[src/rtl/decode_pkg.sv]
// decode_pkg: definitions shared by the decode stage and its immediate generator.
//   - RV32/RV64 base opcodes used to classify instructions
//   - imm_type_e: immediate format selected by opcode (I/S/B/U/J)
//   - XLEN-independent instruction field positions
//   - helper functions: imm_type_of(), writes_rd()
package decode_pkg;

   localparam logic [6:0] OPC_LOAD   = 7'b0000011;
   localparam logic [6:0] OPC_OP_IMM = 7'b0010011;
   localparam logic [6:0] OPC_AUIPC  = 7'b0010111;
   localparam logic [6:0] OPC_STORE  = 7'b0100011;
   localparam logic [6:0] OPC_OP     = 7'b0110011;
   localparam logic [6:0] OPC_LUI    = 7'b0110111;
   localparam logic [6:0] OPC_BRANCH = 7'b1100011;
   localparam logic [6:0] OPC_JALR   = 7'b1100111;
   localparam logic [6:0] OPC_JAL    = 7'b1101111;

   localparam int OPC_LSB   = 0;
   localparam int OPC_W     = 7;
   localparam int RD_LSB    = 7;
   localparam int RS1_LSB   = 15;
   localparam int RS2_LSB   = 20;
   localparam int REG_IDX_W = 5;

   typedef enum logic [2:0] {
      IMM_I = 3'd0,
      IMM_S = 3'd1,
      IMM_B = 3'd2,
      IMM_U = 3'd3,
      IMM_J = 3'd4
   } imm_type_e;

   // Anything not explicitly S/B/U/J (loads, OP-IMM, JALR, ...) uses I format.
   function automatic imm_type_e imm_type_of(input logic [6:0] opcode);
      case (opcode)
         OPC_STORE:          return IMM_S;
         OPC_BRANCH:         return IMM_B;
         OPC_LUI, OPC_AUIPC: return IMM_U;
         OPC_JAL:            return IMM_J;
         default:            return IMM_I;
      endcase
   endfunction

   // Stores and branches are the only formats without a destination register.
   function automatic logic writes_rd(input logic [6:0] opcode);
      return !((opcode == OPC_STORE) || (opcode == OPC_BRANCH));
   endfunction

endpackage

[src/rtl/imm_gen.sv]
// imm_gen: builds the immediate of a 32-bit instruction word and sign-extends
// it to XLEN. Format (I/S/B/U/J) is chosen from the opcode.
// Ports:
//   instr_i  in  32    instruction word
//   imm_o    out XLEN  sign-extended immediate (U-type has [11:0] = 0)
module imm_gen
   import decode_pkg::*;
#(
   parameter int XLEN = 32
) (
   input  logic [31:0]     instr_i,
   output logic [XLEN-1:0] imm_o
);

   logic [31:0] imm32;

   always_comb begin
      imm32 = '0;
      case (imm_type_of(instr_i[OPC_LSB +: OPC_W]))
         IMM_I: imm32 = {{20{instr_i[31]}}, instr_i[31:20]};
         IMM_S: imm32 = {{20{instr_i[31]}}, instr_i[31:25], instr_i[11:7]};
         IMM_B: imm32 = {{19{instr_i[31]}}, instr_i[31], instr_i[7],
                         instr_i[30:25], instr_i[11:8], 1'b0};
         IMM_U: imm32 = {instr_i[31:12], 12'b0};
         IMM_J: imm32 = {{11{instr_i[31]}}, instr_i[31], instr_i[19:12],
                         instr_i[20], instr_i[30:21], 1'b0};
         default: imm32 = '0;
      endcase
   end

   // U-type is sign-extended too, so LUI 0x80000 on RV64 gives 0xFFFFFFFF_80000000.
   assign imm_o = XLEN'($signed(imm32));

endmodule

[src/rtl/decode_stage.sv]
// decode_stage: instruction decode with inline register file and one output
// register stage towards execute.
// Optional feature: define DECODE_STAGE_WB_BYPASS_EN to forward same-cycle
// writeback data to rs1/rs2 reads; otherwise reads see the pre-write value.
// Ports:
//   clk, reset                      clock, synchronous active-high reset
//   in_valid/in_ready, in_instr     handshake and instruction from fetch
//   in_alu_src/in_shift_imm/in_is_load  control bits with in_instr
//   wb_en/wb_rd/wb_data/wb_pc4/wb_sel_pc4  register-file write port
//   flush                           drop incoming instruction, empty output stage
//   out_valid/out_ready             handshake to execute
//   out_op_a/out_op_b/out_store_data/out_rd/out_is_load/out_reg_write  decoded fields
// Handshake: a transfer happens on a rising edge where valid and ready are both
// high; while out_valid=1 and out_ready=0 (no flush) all out_* fields hold.
module decode_stage
   import decode_pkg::*;
#(
   parameter int XLEN  = 32,
   parameter int NREGS = 32
) (
   input  logic                 clk,
   input  logic                 reset,
   input  logic                 in_valid,
   output logic                 in_ready,
   input  logic [31:0]          in_instr,
   input  logic                 in_alu_src,
   input  logic                 in_shift_imm,
   input  logic                 in_is_load,
   input  logic                 wb_en,
   input  logic [4:0]           wb_rd,
   input  logic [XLEN-1:0]      wb_data,
   input  logic [XLEN-1:0]      wb_pc4,
   input  logic                 wb_sel_pc4,
   input  logic                 flush,
   output logic                 out_valid,
   input  logic                 out_ready,
   output logic [XLEN-1:0]      out_op_a,
   output logic [XLEN-1:0]      out_op_b,
   output logic [XLEN-1:0]      out_store_data,
   output logic [4:0]           out_rd,
   output logic                 out_is_load,
   output logic                 out_reg_write
);

   // Always 32 entries so 5-bit indices fit; with NREGS=16 the top half is
   // never written and never read.
   logic [XLEN-1:0] rf_q [32];

   logic [REG_IDX_W-1:0] rs1, rs2, rd;
   logic [XLEN-1:0]      wb_wdata, rs1_val, rs2_val, imm, op_b_d;
   logic                 wb_we, stall, accept;

   logic                 out_valid_q, out_is_load_q, out_reg_write_q;
   logic [XLEN-1:0]      out_op_a_q, out_op_b_q, out_store_data_q;
   logic [4:0]           out_rd_q;

   assign rs1 = in_instr[RS1_LSB +: REG_IDX_W];
   assign rs2 = in_instr[RS2_LSB +: REG_IDX_W];
   assign rd  = in_instr[RD_LSB  +: REG_IDX_W];

   function automatic logic idx_ok(input logic [4:0] idx);
      return (NREGS == 32) || !idx[4];
   endfunction

   assign wb_wdata = wb_sel_pc4 ? wb_pc4 : wb_data;
   assign wb_we    = wb_en && (wb_rd != '0) && idx_ok(wb_rd);

   always_comb begin
      rs1_val = ((rs1 == '0) || !idx_ok(rs1)) ? '0 : rf_q[rs1];
      rs2_val = ((rs2 == '0) || !idx_ok(rs2)) ? '0 : rf_q[rs2];
`ifdef DECODE_STAGE_WB_BYPASS_EN
      // wb_we already excludes x0 and out-of-range indices.
      if (wb_we && (wb_rd == rs1)) rs1_val = wb_wdata;
      if (wb_we && (wb_rd == rs2)) rs2_val = wb_wdata;
`endif
   end

   imm_gen #(.XLEN(XLEN)) u_imm_gen (
      .instr_i (in_instr),
      .imm_o   (imm)
   );

   // Load-use hazard: rs2 compared even for formats without rs2 (conservative).
   assign stall = out_valid_q && out_is_load_q && (out_rd_q != '0) &&
                  ((out_rd_q == rs1) || (out_rd_q == rs2));

   assign in_ready = !reset && !flush && !stall && (!out_valid_q || out_ready);
   assign accept   = in_valid && in_ready;

   always_comb begin
      if (in_shift_imm)    op_b_d = XLEN'(in_instr[24:20]);
      else if (in_alu_src) op_b_d = imm;
      else                 op_b_d = rs2_val;
   end

   always_ff @(posedge clk) begin
      if (reset) begin
         for (int i = 0; i < 32; i++) rf_q[i] <= '0;
      end else if (wb_we) begin
         rf_q[wb_rd] <= wb_wdata;
      end
   end

   always_ff @(posedge clk) begin
      if (reset) begin
         out_valid_q      <= 1'b0;
         out_op_a_q       <= '0;
         out_op_b_q       <= '0;
         out_store_data_q <= '0;
         out_rd_q         <= '0;
         out_is_load_q    <= 1'b0;
         out_reg_write_q  <= 1'b0;
      end else if (flush) begin
         out_valid_q <= 1'b0;
      end else if (accept) begin
         out_valid_q      <= 1'b1;
         out_op_a_q       <= rs1_val;
         out_op_b_q       <= op_b_d;
         out_store_data_q <= rs2_val;
         out_rd_q         <= rd;
         out_is_load_q    <= in_is_load;
         out_reg_write_q  <= writes_rd(in_instr[OPC_LSB +: OPC_W]);
      end else if (out_ready) begin
         out_valid_q <= 1'b0;
      end
   end

   assign out_valid      = out_valid_q;
   assign out_op_a       = out_op_a_q;
   assign out_op_b       = out_op_b_q;
   assign out_store_data = out_store_data_q;
   assign out_rd         = out_rd_q;
   assign out_is_load    = out_is_load_q;
   assign out_reg_write  = out_reg_write_q;

endmodule
[config.mk]
export PLATFORM = sky130hd
export DESIGN_NAME = decode_stage
export DESIGN_NICKNAME = d
export VERILOG_FILES = /design/src/rtl/decode_pkg.sv /design/src/rtl/imm_gen.sv /design/src/rtl/decode_stage.sv
export SDC_FILE = /design/constraint.sdc
export NUM_CORES = 2
export LEC_CHECK = 0
export BUFFER_PORTS_ARGS = -buffer_cell sky130_fd_sc_hd__buf_2
export CORE_MARGIN = 2
export CORE_UTILIZATION = 45
export DETAILED_ROUTE_END_ITERATION = 10
export GPL_ROUTABILITY_DRIVEN = 0
export PLACE_DENSITY = 0.61
export SLEW_MARGIN = 20
export SYNTH_ARGS = -nofsm -noshare
export SYNTH_HDL_FRONTEND = slang
export SYNTH_SLANG_ARGS = --single-unit
[constraint.sdc]
create_clock -name clk -period 3.3 [get_ports clk]
set_input_delay 0.825 -clock clk [delete_from_list [all_inputs] [get_ports clk]]
set_output_delay 0.825 -clock clk [all_outputs]
set_load 0.01 [all_outputs]
==> results by group <==
Layout
  • Final core occ: 53.7%
  • Area Overhead vs Synth: 18.1%
  • Share of cells above drive strength 1: 31.2%
  • Final net count: 4507

Critical path
  • Critical path peak fanout: 4
  • Worst Path Arrival: 2.45 ns
  • Worst path slowest cell: dfxtp_1
  • Flop-to-flop setup slack: 0.47 ns
  • Worst setup EP type: primary output
  • CP startpoint: out_rd[3]
  • Cell family with most CP delay: buffers and inverters
  • Most frequent cell on the critical path: buf_4
  • CP peak stage delay: 0.48 ns
  • Setup crit start kind: register
  • Crit-path cells: buf_4 -> xor2_2 -> nor3_2 -> a22oi_2 -> buf_4 -> o211a_4 -> buf_2
  • FF-to-FF Start: out_rd[3]
  • CP Data Required Time: 2.47 ns
  • Worst setup path class: reg2out
  • WP buf/inv: 3

Hold path
  • Hold/Removal Path Class: in2reg
  • Min-delay src: in_is_load

STA
  • Setup Total Neg Slack: 0 ns
  • RSZ-0062 raised after global routing: no
  • Final setup viols: 0
  • Fin crit period: 3.27 ns
  • Post-route setup slack: 0.0261 ns
  • Layout Skew: 0.0399 ns
  • Fin crit share: 99.2%
  • Final Hold Fails: 0
  • Slew headroom: 45.9%
  • Achievable Freq: 305 MHz
  • Worst slew pin tran: 0.812 ns
  • Max-slew violations: 0

Clocking
  • TritonCTS Buffers: 120
  • CTS tree: done
  • Root Buffer: clkbuf_16
  • CTS H-tree lvls: 3
  • Deepest clock path buffer count: 3
  • CTS Hold Bufs: 0
  • Worst skew pair latency: 0.75 ns
  • Clock Sinks: 1128
  • Clock transition at the register clock pins on the worst setup and hold paths after CTS: 0.06 ns

Route
  • Residual DRC count: 0
  • ANT nets after route: 0
  • DR WL/cell: 35.3 um
  • DRT iter0 DRCs: 6428
  • Pre-Repair DR Iteration Count: 8
  • Vias: 40800
  • Routed WL: 217000 um
  • Vias/cell: 6.64

Synthesis
  • Post-synth top flop: edfxtp_1
  • Yosys Warn Count: 0
  • Post-Synthesis Cell Area: 56500 sq um
  • Register area share after synthesis: 58.1%
  • Syn Inst Count: 4043
  • Syn Area/Cell: 14.0 sq um
  • Post-synth cell types: 69
  • Synth async-reset ratio: 0%
  • Number of synthesized flops with an enable pin: 1024
  • Number of synthesized register bits: 1128

Status
  • Status: finished clean

Floorplan
  • Die area: 128000 sq um
  • Core ar.: 124000 sq um
  • Die Y: 358 um
  • Die W: 358 um
  • Placement Rows: 129
  • Io pins: 216
  • Initial Util: 45.5%

Global route
  • Vias in the first global route: 40100
  • Total grt overflow: 0
  • Pin count of the biggest net entering global routing: 54
  • Initial antenna violation count: 9
  • First-pass GRT wire length: 301000 um
  • Global-route usage over all layers: 33.6%

Flow run
  • Max Cap Violations: 0

Power
  • Peak VDD IR: 500 uV
  • Leak: 0.0237 uW
  • Power per Cell Area: 531 nW/um^2

Placed design
  • DP Wirelength: 142000 um
  • Post-place setup slack: -0.100 ns
  • Port buffer count: 215
-- what timing repair did --
| item | in CTS | in global routing |
|---|---|---|
| gates resized for setup | 7 | 1 |
| pin swaps | 1 | 1 |
| endpoints found under the setup margin | 1 | 1 |
| buffers inserted | 2 | 0 |
-- flip-flops by register name, summed over array words and instances (netlist names) --
signal	count
rf_q	1024
out_op_a	32
out_op_b	32
out_store_data	32
out_rd	5
out_is_load	1
out_reg_write	1
out_valid	1
-- kinds of logic (layout without fill, tap and decap cells) --
| logic type | Yosys count | count (layout) | synth area share (%) |
|---|---|---|---|
| compound gates | 427 | 427 | 5.79 |
| mux | 756 | 756 | 23.0 |
| buf+inv | 433 | 860 | 3.47 |
| other cells | 1 | 35 | 0.00664 |
| xor+xnor | 10 | 10 | 0.155 |
| simple gates | 1288 | 1288 | 9.41 |
| flops | 1128 | 1128 | 58.1 |
-- per-stage QoR --
step | hold slack (ns) | instance area (sq um) | total power [uW] | instances
floorplan | 0.481 | 56600 | 19600 | 4074
global placement | 0.445 | 62600 | 21800 | 5908
detailed placement | 0.452 | 62700 | 21900 | 5909
CTS | 0.340 | 66700 | 35300 | 6138
global route | 0.374 | 66700 | 36200 | 6138
finish | 0.344 | 66700 | 35400 | 6141
-- per-layer routing --
layer,global-route usage [%],wire [um],vias up
met5,0,152,-
met4,16.6,12500,8
met3,10.0,29500,570
met2,49.2,93900,3082
met1,45.9,80500,20900
li1,-,-,16200
-- worst min-delay path: cells and delay by family --
kind	cells	cell delay, ns
buffers and inverters	1	0.08
multiplexers	1	0.05
AND/OR/NAND/NOR	1	0.09
-- cells in the final DEF, fill, tap and decap left out, types with 9 or more instances in the layout --
master and count:
a31oi_1 15, nor2b_1 32, mux2i_1 268, a21oi_1 81, mux4_2 432, or2_2 9, a2111oi_0 11, nand3_1 14
a22o_1 32, edfxtp_1 1024, clkbuf_1 34, buf_4 326, o22ai_1 36, nand2b_1 13, nand2_2 31, buf_12 91
xor2_1 9, conb_1 32, a22oi_1 41, a32o_1 16, dfxtp_1 103, buf_2 207, clkbuf_16 125, a21o_1 13
o221a_2 12, clkbuf_8 12, o2bb2ai_1 53, mux2i_4 32, clkinv_2 16, mux2_2 24, nand3b_1 12, a211oi_1 18
nor2_1 1011, nand2_1 70, nand2b_2 32, clkinv_1 19, o221ai_1 46
-- cell type report --
type / count / area [sq um]
Antenna cell: 3 / 7.51
Clock buffer: 174 / 3440
Clock inverter: 53 / 508
Fill cell: 10200 / 57500
Inverter: 4 / 15.0
Multi-Input combinational cell: 2513 / 22400
Sequential cell: 1128 / 32800
Tap cell: 1637 / 2050
Timing Repair Buffer: 629 / 5380
-- Yosys cell counts, drive strengths merged, types with 7 or more instances --
library cell	n	area (sq um)
a2111oi	11	96.3
a211oi	18	135
a21o	13	97.6
a21oi	81	405
a22o	32	280
a22oi	42	315
a31oi	15	93.8
a32o	16	160
and2	7	43.8
buf	145	877
clkbuf	284	1070
dfxtp	104	2080
edfxtp	1024	30700
mux2	24	270
mux2i	300	3000
mux4	432	9730
nand2	101	379
nand2b	45	282
nand3	14	70.1
nand3b	12	90.1
nor2	1012	3800
nor2b	34	213
nor3	9	45.0
o211ai	8	65.1
o21ai	10	50.1
o221a	12	135
o221ai	46	403
o22ai	36	225
o2bb2ai	53	464
or2	19	119
xor2	10	87.6
-- final timing paths --
path / cells after the start / to
hold reg to reg: 1 / out_store_data[8]
setup reg to reg: 11 / out_store_data[11]
hold / removal: 3 / out_is_load
setup / recovery: 7 / in_ready
-- power by group --
| group | switching [uW] | internal, uW | total, uW |
|---|---|---|---|
| clock network | 5810 | 7830 | 13600 |
| registers | 452 | 16400 | 16800 |
| logic | 2890 | 2070 | 4960 |
No activity file was read; power rests on OpenSTA's default activity.
